<file path="src/rtl/prio_enc_arb.sv">
// Registered priority encoder / arbiter: picks one active request bit each load
// and holds the index plus one-hot grant in a valid/ready output register.
module prio_enc_arb #(
  parameter int N    = 8,
  parameter int MODE = 0,
  localparam int W   = $clog2(N)
) (
  input  logic         clk,
  input  logic         rst_n,
  input  logic [N-1:0] req,
  input  logic         out_ready,
  output logic         out_valid,
  output logic [W-1:0] out_idx,
  output logic [N-1:0] out_grant,
  output logic         out_multi,
  output logic [W-1:0] rr_ptr
);

  logic [W-1:0] sel_idx;
  logic [W-1:0] next_ptr;
  logic         found;
  logic         multi;
  logic         load;
  int           pos;

  always_comb begin
    sel_idx = '0;
    found   = 1'b0;
    pos     = 0;
    if (MODE == 0) begin
      // Ascending scan, last hit wins: highest set index.
      for (int i = 0; i < N; i++) begin
        if (req[i]) sel_idx = W'(i);
      end
    end else begin
      // Scan starts at rr_ptr and wraps at N, so no index >= N is ever visited.
      for (int k = 0; k < N; k++) begin
        pos = int'(rr_ptr) + k;
        if (pos >= N) pos = pos - N;
        if (!found && req[pos]) begin
          found   = 1'b1;
          sel_idx = W'(pos);
        end
      end
    end
  end

  assign multi    = |(req & (req - N'(1)));
  assign next_ptr = (sel_idx == W'(N-1)) ? '0 : sel_idx + W'(1);
  assign load     = !out_valid || out_ready;

  always_ff @(posedge clk or negedge rst_n) begin
    if (!rst_n) begin
      out_valid <= 1'b0;
      out_idx   <= '0;
      out_grant <= '0;
      out_multi <= 1'b0;
      rr_ptr    <= '0;
    end else if (load) begin
      if (|req) begin
        out_valid <= 1'b1;
        out_idx   <= sel_idx;
        out_grant <= N'(1) << sel_idx;
        out_multi <= multi;
        if (MODE == 1) rr_ptr <= next_ptr;
      end else begin
        out_valid <= 1'b0;
        out_grant <= '0;
        out_multi <= 1'b0;
      end
    end
  end

endmodule

</file>
<file path="config.mk">
export PLATFORM = sky130hd
export DESIGN_NAME = prio_enc_arb
export DESIGN_NICKNAME = d
export VERILOG_FILES = /design/src/rtl/prio_enc_arb.sv
export SDC_FILE = /design/constraint.sdc
export NUM_CORES = 1
export LEC_CHECK = 0
export BUFFER_PORTS_ARGS = -buffer_cell sky130_fd_sc_hd__buf_2
export CAP_MARGIN = 20
export CORE_ASPECT_RATIO = 0.8
export CORE_MARGIN = 4
export CORE_UTILIZATION = 40
export CTS_CLUSTER_DIAMETER = 120
export DETAILED_ROUTE_END_ITERATION = 8
export PLACE_DENSITY = 0.69
export SLEW_MARGIN = 5
export SYNTH_ARGS = -nofsm -noshare
export SYNTH_HDL_FRONTEND = slang
export SYNTH_SLANG_ARGS = --single-unit
export TNS_END_PERCENT = 30
</file>
<file path="constraint.sdc">
create_clock -name clk -period 1.3 [get_ports clk]
set_input_delay 0.26 -clock clk [delete_from_list [all_inputs] [get_ports clk]]
set_output_delay 0.26 -clock clk [all_outputs]
set_load 0.02 [all_outputs]
</file>
==> results of run 1 <==
[through the flow]
stage                     hold WS, ns  util [%]  area, sq um  total power (uW)
after CTS                      0.3094     58.49        960.9             903.5
after detailed placement       0.1731     54.99        903.4             639.8
after global placement         0.1628     54.99        903.4             633.9
after floorplan              -0.03559         -        710.7             556.2
final                          0.3301     58.80        965.9             895.9
after global routing           0.3255     58.80        965.9             958.7
[per-layer routing]
layer | GRT usage, % | routed length, um | vias to the layer above
li1 | - | - | 335
met1 | 22.63 | 812 | 307
met2 | 27.83 | 822 | 33
met3 | 7.921 | 156 | 2
met4 | 4.478 | 8 | 0
met5 | 0 | 0 | -
[synthesized netlist by cell type]
cell | instances | share of area [%]
dfrtp_1 | 13 | 47
nand2_1 | 10 | 5.4
nor2_1 | 6 | 3.2
nor3_1 | 6 | 4.3
clkbuf_1 | 5 | 2.7
o31ai_1 | 4 | 4.3
buf_4 | 3 | 3.2
o21ai_1 | 3 | 2.1
a21oi_1 | 2 | 1.4
a22o_1 | 2 | 2.5
inv_1 | 2 | 1.1
nor2b_1 | 2 | 1.8
nor4_1 | 2 | 1.8
o21ai_0 | 2 | 1.4
a211oi_1 | 1 | 1.1
a211oi_2 | 1 | 1.8
a221o_1 | 1 | 1.4
buf_6 | 1 | 1.6
conb_1 | 1 | 0.54
maj3_1 | 1 | 1.4
mux2_1 | 1 | 1.6
nand2b_1 | 1 | 0.90
nand3_1 | 1 | 0.72
o21ba_2 | 1 | 1.4
o2bb2ai_1 | 1 | 1.3
o41ai_1 | 1 | 1.3
or4_4 | 1 | 1.6
or4b_2 | 1 | 1.4
[cell families after synthesis]
logic type               after synthesis  share of synthesized area [%]
AND/OR/NAND/NOR                       30                          21.15
AO/OA/AOI/OAI                         19                          20.07
flip-flops                            13                          46.59
buffers and inverters                 11                          8.602
multiplexers                           1                          1.613
adder cells (fa/ha/maj)                1                          1.434
other                                  1                         0.5371
[critical path, stage by stage]
cell,delay [ns]
buf_6,0.09
or4_4,0.59
a211oi_1,0.21
o21ai_1,0.08
a221o_1,0.30
[worst min-delay path by stage]
stage / from / to / slack, ns / cells after the start
floorplan: rst_n / out_grant[0]$_DFFE_PN0N_ / -0.04 / 0
global placement: rst_n / out_grant[4]$_DFFE_PN0N_ / 0.16 / 1
detailed placement: rst_n / out_grant[5]$_DFFE_PN0N_ / 0.17 / 1
global route: out_ready / out_valid$_DFFE_PN0N_ / 0.33 / 3
CTS: out_ready / out_valid$_DFFE_PN0N_ / 0.31 / 3
finish: out_ready / out_valid$_DFFE_PN0N_ / 0.33 / 3
[where the power goes]
part	internal, uW	switching, uW	total [uW]	leakage [uW]
Combinational	82.5	120	203	0.000290
Clock	119	136	256	0.0000150
Sequential	425	11.9	437	0.000160
Total	627	269	896	0.000464
[flip-flops by register name, indices dropped and copies added, names as in the netlist]
name,cells
out_grant,8
out_valid,1
out_multi,1
out_idx,3
[layout by cell type, fill, tap and decap left out, types with 2 or more instances in the layout]
cell type	synthesis	layout
o21ai_1	3	3
dfrtp_1	13	13
a21oi_1	2	2
buf_4	3	14
nor3_1	6	6
nand2_1	10	10
buf_2	0	22
inv_1	2	2
conb_1	1	3
clkbuf_4	0	3
o31ai_1	4	4
o21ai_0	2	2
a22o_1	2	2
nor2_1	6	6
[repair_timing]
action,in CTS,in global routing
endpoints found under the hold margin,13,0
setup endpoints to repair,2,4
hold buffers,1,0
resized for setup,3,1
[area by class of cell]
| type | instances | area, sq um | share of cell area (%) |
|---|---|---|---|
| Timing Repair Buffer | 38 | 236.5 | 24.48 |
| Multi-Input combinational cell | 54 | 342.8 | 35.49 |
| Inverter | 2 | 7.507 | 0.7772 |
| Clock buffer | 4 | 26.28 | 2.720 |
| Sequential cell | 13 | 325.3 | 33.68 |
| Tap cell | 22 | 27.53 | 2.850 |
==> out/summary.md, run 1 <==
The final reports fail on setup timing. The part of the Yosys area used for sequential elements is 46.59%. The power density normalized to cell area was 927.5 nW/um^2; the portion of the clock cycle consumed by the worst path in the final layout was 105.5%.

After filler insertion, the fill cell instance count of the layout stands at 166. The run gives 1800 um as the final routed wirelength across all metal layers. Across all layers, the routed design uses 677 vias.

For this design the top-level I/O count stands at 27. The logs give 2482 sq um for the area of the die and -0.5128 ns for the placement-stage worst setup slack. The data required time at the worst endpoint came out at 1.46 ns.

Of all nets on the critical path, the largest fanout is 6. The initial utilization of the core area, before any placement, comes to 42.50%. TritonCTS built the clock tree.

The Yosys step of the flow raised 3 warnings. The critical path arrival was 1.53 ns; the maximum count of clock buffers along a single path was 2. For this run, the detailed router's first-pass iteration total came to 4. The number of buffers inserted by port buffering is 23, and the final setup violation count is 2.

The average instance area after synthesis works out to 9.186 sq um. For the final database, setup skew stands at 0.003088 ns. The flow ran to the end, but the final reports show violations. For the number of clock sinks seen by CTS, the log shows 13.

Summed over all failing endpoints, the final setup total negative slack is -0.1052 ns. Detailed placement finished with a half-perimeter wire length of 1379 um. At the end of the flow, the number of nets in the layout was 123.

The run gives 0 as the initial antenna violation count. The maximum frequency from static timing analysis is 729.4 MHz. VDD sags by at most 0.5781 mV. Synthesis inferred 13 register bits. The floorplan has 13 rows. Following the worst setup path forward leads to its endpoint at out_multi$_DFFE_PN0N_. The post-route non-filler standard cell count is 133. The tightest min-delay check is of the primary input to register type. The run gives 0 as the number of maximum-capacitance constraint violations. In the final layout, the share of cells above drive strength 1 is 41.44%.

Distinct cell type count after synthesis: 28. The worst reg2reg path endpoint was out_grant[0]$_DFFE_PN0N_. The number of cells on the worst reg-to-reg path is 3.

The logs give 17 for the DRC violation total after the first TritonRoute iteration and 1 for the maximum level of the CTS H-tree. The die is 45.37 um tall. The tools report the clock latency on the worst-skew pair as 0.28 ns. The beginning of the critical path was req[1]. The overall fraction of global-route tracks in use is 17.93%, and the via count normalized by instance count is 5.090. Counting the buffers created by CTS gives 3. Setup repair after global routing could not meet its margin everywhere. The tools report the clock root buffer master as clkbuf_4.

Synthesis handed over a netlist of 76 instances. The width of the chip was 54.71 um; the post-detailed-route count of antenna-violating nets was 0. For the count of endpoints failing hold in the final timing report, the log shows 0. The antenna diode count was 0.

The routability congestion estimate from global placement is 0.7658, and the synthesis-to-finish area growth is 38.35%. After clock tree synthesis, the clock-pin slew on the worst setup and hold paths is 0.08 ns. For this design the static power due to leakage is 0.0004643 uW. The critical setup path kind is primary input to register.

Entering global routing, the biggest net connects 14 pins. The number of global-route vias before repair was 675. STA classifies the critical path startpoint as a primary input. The tools report the max-slew violation count as 0. The final period demand of the worst path came out at 1.371 ns. The startpoint identified for the worst register-to-register timing path is out_valid$_DFFE_PN0N_.

The first global-routing pass estimated 3056 um of wire. The worst path setup slack after routing was -0.07090 ns; the core region area was 1643 sq um. The worst setup path is captured at a register.

In this run the post-CTS setup repair buffer count came out at 0. Cell total after placement: 128. The setup check on the worst reg-to-reg path leaves a slack of 0.16 ns. The cell area that synthesis handed to floorplanning was 698.2 sq um.

For this run, design rule violations remaining after detail routing come to 0. In the final routed layout, each cell accounts on average for 13.53 um. For the total congestion overflow, the log shows 0.
(Power assumes the default switching activity.)
==> inputs of run 2 (changes only) <==
--- a/config.mk
+++ b/config.mk
@@ -5,6 +5,7 @@
 export SDC_FILE = /design/constraint.sdc
 export NUM_CORES = 1
 export LEC_CHECK = 0
+export ABC_AREA = 1
 export BUFFER_PORTS_ARGS = -buffer_cell sky130_fd_sc_hd__buf_2
 export CAP_MARGIN = 20
 export CORE_ASPECT_RATIO = 0.8
@@ -12,7 +13,7 @@
 export CORE_UTILIZATION = 40
 export CTS_CLUSTER_DIAMETER = 120
 export DETAILED_ROUTE_END_ITERATION = 8
-export PLACE_DENSITY = 0.69
+export PLACE_DENSITY = 0.68
 export SLEW_MARGIN = 5
 export SYNTH_ARGS = -nofsm -noshare
 export SYNTH_HDL_FRONTEND = slang
==> out/summary.md, run 2 <==
The run finished with clean final reports. The detailed placement HPWL was 1271 um (-7.8%). The maximum level of the CTS H-tree was 1 (unchanged).

out_grant holds more flip-flops than any other register. For the part of the power in the clock network, the log shows 28.6% (about the same). TritonCTS built the clock tree.

The first-pass iteration count of the detailed router came out at 4 (unchanged). Leaving out fill and tap cells, the most frequent cells in the layout are nand2_1 (33), buf_2 (23), dfrtp_1 (13). The net switching power came out at 261.9 uW (-2.6%). The worst setup path is launched from a register.

The die boundary height came out at 46.82 um (+3.2%). The number of fill cells in the layout is 163 (-1.8%). The final setup violation count was 0 (-2); the final routed wirelength across all metal layers was 1559 um (-13%). The number of maximum-capacitance constraint violations is 0 (unchanged). Average routed wire per standard cell: 10.90 um (-19%). The synthesized area is 753.2 sq um (+7.9%). The critical path arrival was 1.28 ns (-0.25 ns); the wire length of the first global-routing pass was 2615 um (-14%).

The starting density of the core is 44.10% (+1.6 points), and the antenna diode count is 0 (unchanged). Number of instances in the synthesized netlist: 94 (+24%). In the synthesized netlist the dominant register cell turns out to be dfrtp_1. The async set-reset flop share out of synthesis came out at 100.0% (unchanged). For the register-to-register setup slack, the log shows 0.19 ns (+0.03 ns). The clock root buffer master was clkbuf_4. The tools report the worst reg2reg path startpoint as out_valid$_DFFE_PN0N_. The area of the die is 2646 sq um (+6.6%).

The flip-flop and latch count after synthesis works out to 13 (unchanged). The critical path is of the register to register type. After synthesis, the most frequently instantiated cells are nand2_1 (33), dfrtp_1 (13), inv_1 (5), inv_2 (5). Initial antenna violation count: 0 (unchanged). The post-route total power was 866.5 uW (-3.3%). The worst setup skew after layout is 0.002840 ns (-0.0002478 ns), and the largest net degree at the start of global routing is 14 (unchanged). For the worst supply voltage drop on vdd, the log shows 0.6063 mV (+4.9%). Fraction of layout instances using a drive strength above 1: 40.50% (-0.95 points).

Setup repair after global routing left no endpoint under its margin. The share of total power consumed by net switching was 30.22% (+0.21 points); the cell area after layout was 919.6 sq um (-4.8%). For the fraction of power consumed by combinational cells, the log shows 21.3% (-1.4 points).

For the total congestion overflow, the log shows 0 (unchanged). The clock latency on the worst-skew pair is 0.27 ns (about the same). The internal portion of total power came out at 604.7 uW (-3.6%). The final routed DRC violation total came out at 0 (unchanged). The maximum frequency from static timing analysis is 904.1 MHz (+24%). The tools report the sequential share of power as 50.1% (+1.3 points). The critical path endpoint category was a register. The count of endpoints failing hold in the final timing report is 0 (unchanged), and the power density normalized to cell area is 942.2 nW/um^2 (+1.6%). The max-slew violation count was 0 (unchanged); the width of the chip was 56.52 um (+3.3%). The DRC violation total after the first TritonRoute iteration was 6 (-11); the distinct cell type count after synthesis was 22 (-21%). The run gives 1.47 ns (about the same) as the data required time at the worst endpoint. The tools report the worst reg2reg path endpoint as out_idx[0]$_DFFE_PN0P_. For the via count of the routed design, the log shows 645 (-4.7%). The portion of the clock cycle consumed by the worst path in the final layout was 85.08% (-20 points); the number of global-route vias before repair was 596 (-12%). The depth of the most critical reg-to-reg path is 6 (+3), and the cell area after placement is 883.3 sq um (-2.2%). The tools report the core region area as 1708 sq um (+4.0%).

The average instance area after synthesis is 8.013 sq um (-13%), and the maximum fanout along the worst path is 9 (+3). Leaving out fill and tap cells, the most frequent cell in the layout is nand2_1. Count of flip-flops with a built-in enable after synthesis: 0 (unchanged). The tightest min-delay check is of the primary input to register type. Number of warnings issued by yosys: 3 (unchanged).

The maximum count of clock buffers along a single path was 2 (unchanged). The number of buffers inserted by port buffering is 23 (unchanged). The part of the Yosys area used for sequential elements was 43.19% (-3.4 points); the final period demand of the worst path was 1.106 ns (-0.2648 ns).

The share of Yosys cell area claimed by the top area cell type is 43.19% (-3.4 points), and the number of I/O pins is 27 (unchanged). The tools report the cell total after placement as 138 (+7.8%). The largest total area in the synthesized netlist belongs to dfrtp_1. The utilization after layout came out at 53.85% (-5.0 points). The tools report the critical hold path startpoint as out_ready. The leakage power is 0.0005377 uW (+16%), and the register clock-pin slew on the reported worst setup and hold paths is 0.08 ns (about the same). Setup TNS after final layout: 0 ns (+0.1052 ns). The run gives 143 (+7.5%) as the post-route non-filler standard cell count.

The most frequent cell after synthesis is nand2_1. The end point of the most critical hold path was out_multi$_DFFE_PN0N_. The tools report the post-detailed-route count of antenna-violating nets as 0 (unchanged). The final net count was 133 (+8.1%); the synthesis-to-finish area growth was 22.09%. The worst hold path depth is 4 (+1), and the overall fraction of global-route tracks in use is 13.22% (-4.7 points).

The via count normalized by instance count came out at 4.510 (-11%). The count of standard-cell rows was 13 (unchanged). The routability congestion estimate from global placement was 0.7976 (+4.2%). For the number of buffers inserted during clock tree synthesis, the log shows 3 (unchanged). The largest registers in the layout are out_grant: 8 flops, out_idx: 3 flops. After synthesis, the cell types taking the most area are dfrtp_1 (43%), nand2_1 (16%), nand2_4 (4.5%), nor2_4 (4.5%), nor2_2 (3.3%). The number of flip-flops in the largest register is 8 (unchanged), and the number of clock sinks seen by CTS is 13 (unchanged).
run 2: cell types whose count changed in the layout (fill, tap and decap cells not counted), moves of 5 or more:
cell	change
nand2_1	+23
buf_4	-13
inv_2	+5
nor3_1	-6
run 2: power groups by stage:
| stage | Sequential (uW) | Combinational (uW) | Clock (uW) |
|---|---|---|---|
| 6_report | 434 | 185 | 248 |
| 5_1_grt | 438 | 208 | 278 |
| 4_1_cts | 435 | 187 | 255 |
| 3_5_place_dp | 443 | 184 | 0 |
| 3_3_place_gp | 441 | 181 | 0 |
| 2_1_floorplan | 468 | 99.2 | 0 |
run 2: worst max path at each step:
stage / slack (ns) / from / depth (start not counted) / end
after floorplan: 0.20 / out_valid$_DFFE_PN0N_ / 7 / out_grant[2]$_DFFE_PN0N_
after CTS: 0.18 / out_valid$_DFFE_PN0N_ / 6 / out_idx[0]$_DFFE_PN0P_
after global routing: 0.08 / out_valid$_DFFE_PN0N_ / 7 / out_grant[2]$_DFFE_PN0N_
after detailed placement: 0.16 / req[7] / 9 / out_idx[0]$_DFFE_PN0P_
final: 0.19 / out_valid$_DFFE_PN0N_ / 6 / out_idx[0]$_DFFE_PN0P_
after global placement: 0.17 / req[7] / 9 / out_idx[2]$_DFFE_PN0P_
run 2: cell type report:
| class | count | area [sq um] | area share, % |
|---|---|---|---|
| Clock buffer | 4 | 26.28 | 2.857 |
| Inverter | 12 | 48.80 | 5.306 |
| Multi-Input combinational cell | 67 | 359.1 | 39.05 |
| Sequential cell | 13 | 325.3 | 35.37 |
| Tap cell | 22 | 27.53 | 2.993 |
| Timing Repair Buffer | 25 | 132.6 | 14.42 |
run 2: per-layer routing:
metal | global-route usage, % | routed length, um | vias up
li1 | - | - | 339
met1 | 16.89 | 717 | 284
met2 | 20.51 | 713 | 20
met3 | 5.769 | 119 | 2
met4 | 4.265 | 9 | 0
met5 | 0 | 0 | -
run 2: kinds of logic after synthesis:
family / count (synthesis) / share of synthesized area [%]
AOI/OAI and AO/OA: 8 / 5.314
other: 1 / 0.4979
and+or+nand+nor: 56 / 40.86
buffers and inverters: 16 / 10.13
DFF: 13 / 43.19
run 2: critical path: stages, from the launching register on:
cell and delay, ns:
dfrtp_1 0.35, inv_1 0.07, nor2_4 0.21, buf_4 0.21, nor2_4 0.05, nand2_1 0.06, nand2_1 0.05
run 2: repair_timing:
action	in CTS	in global routing
hold buffers	1	0
setup buffers	0	0
endpoints found under the hold margin	13	0
gates resized for setup	0	0
run 2: metrics by stage:
stage	hold WS, ns	setup slack, ns
after floorplan	-0.03559	0.2016
after CTS	0.2870	0.1848
after global placement	0.1557	0.1674
after detailed placement	0.1608	0.1600
after global routing	0.3124	0.08293
final	0.2881	0.1939
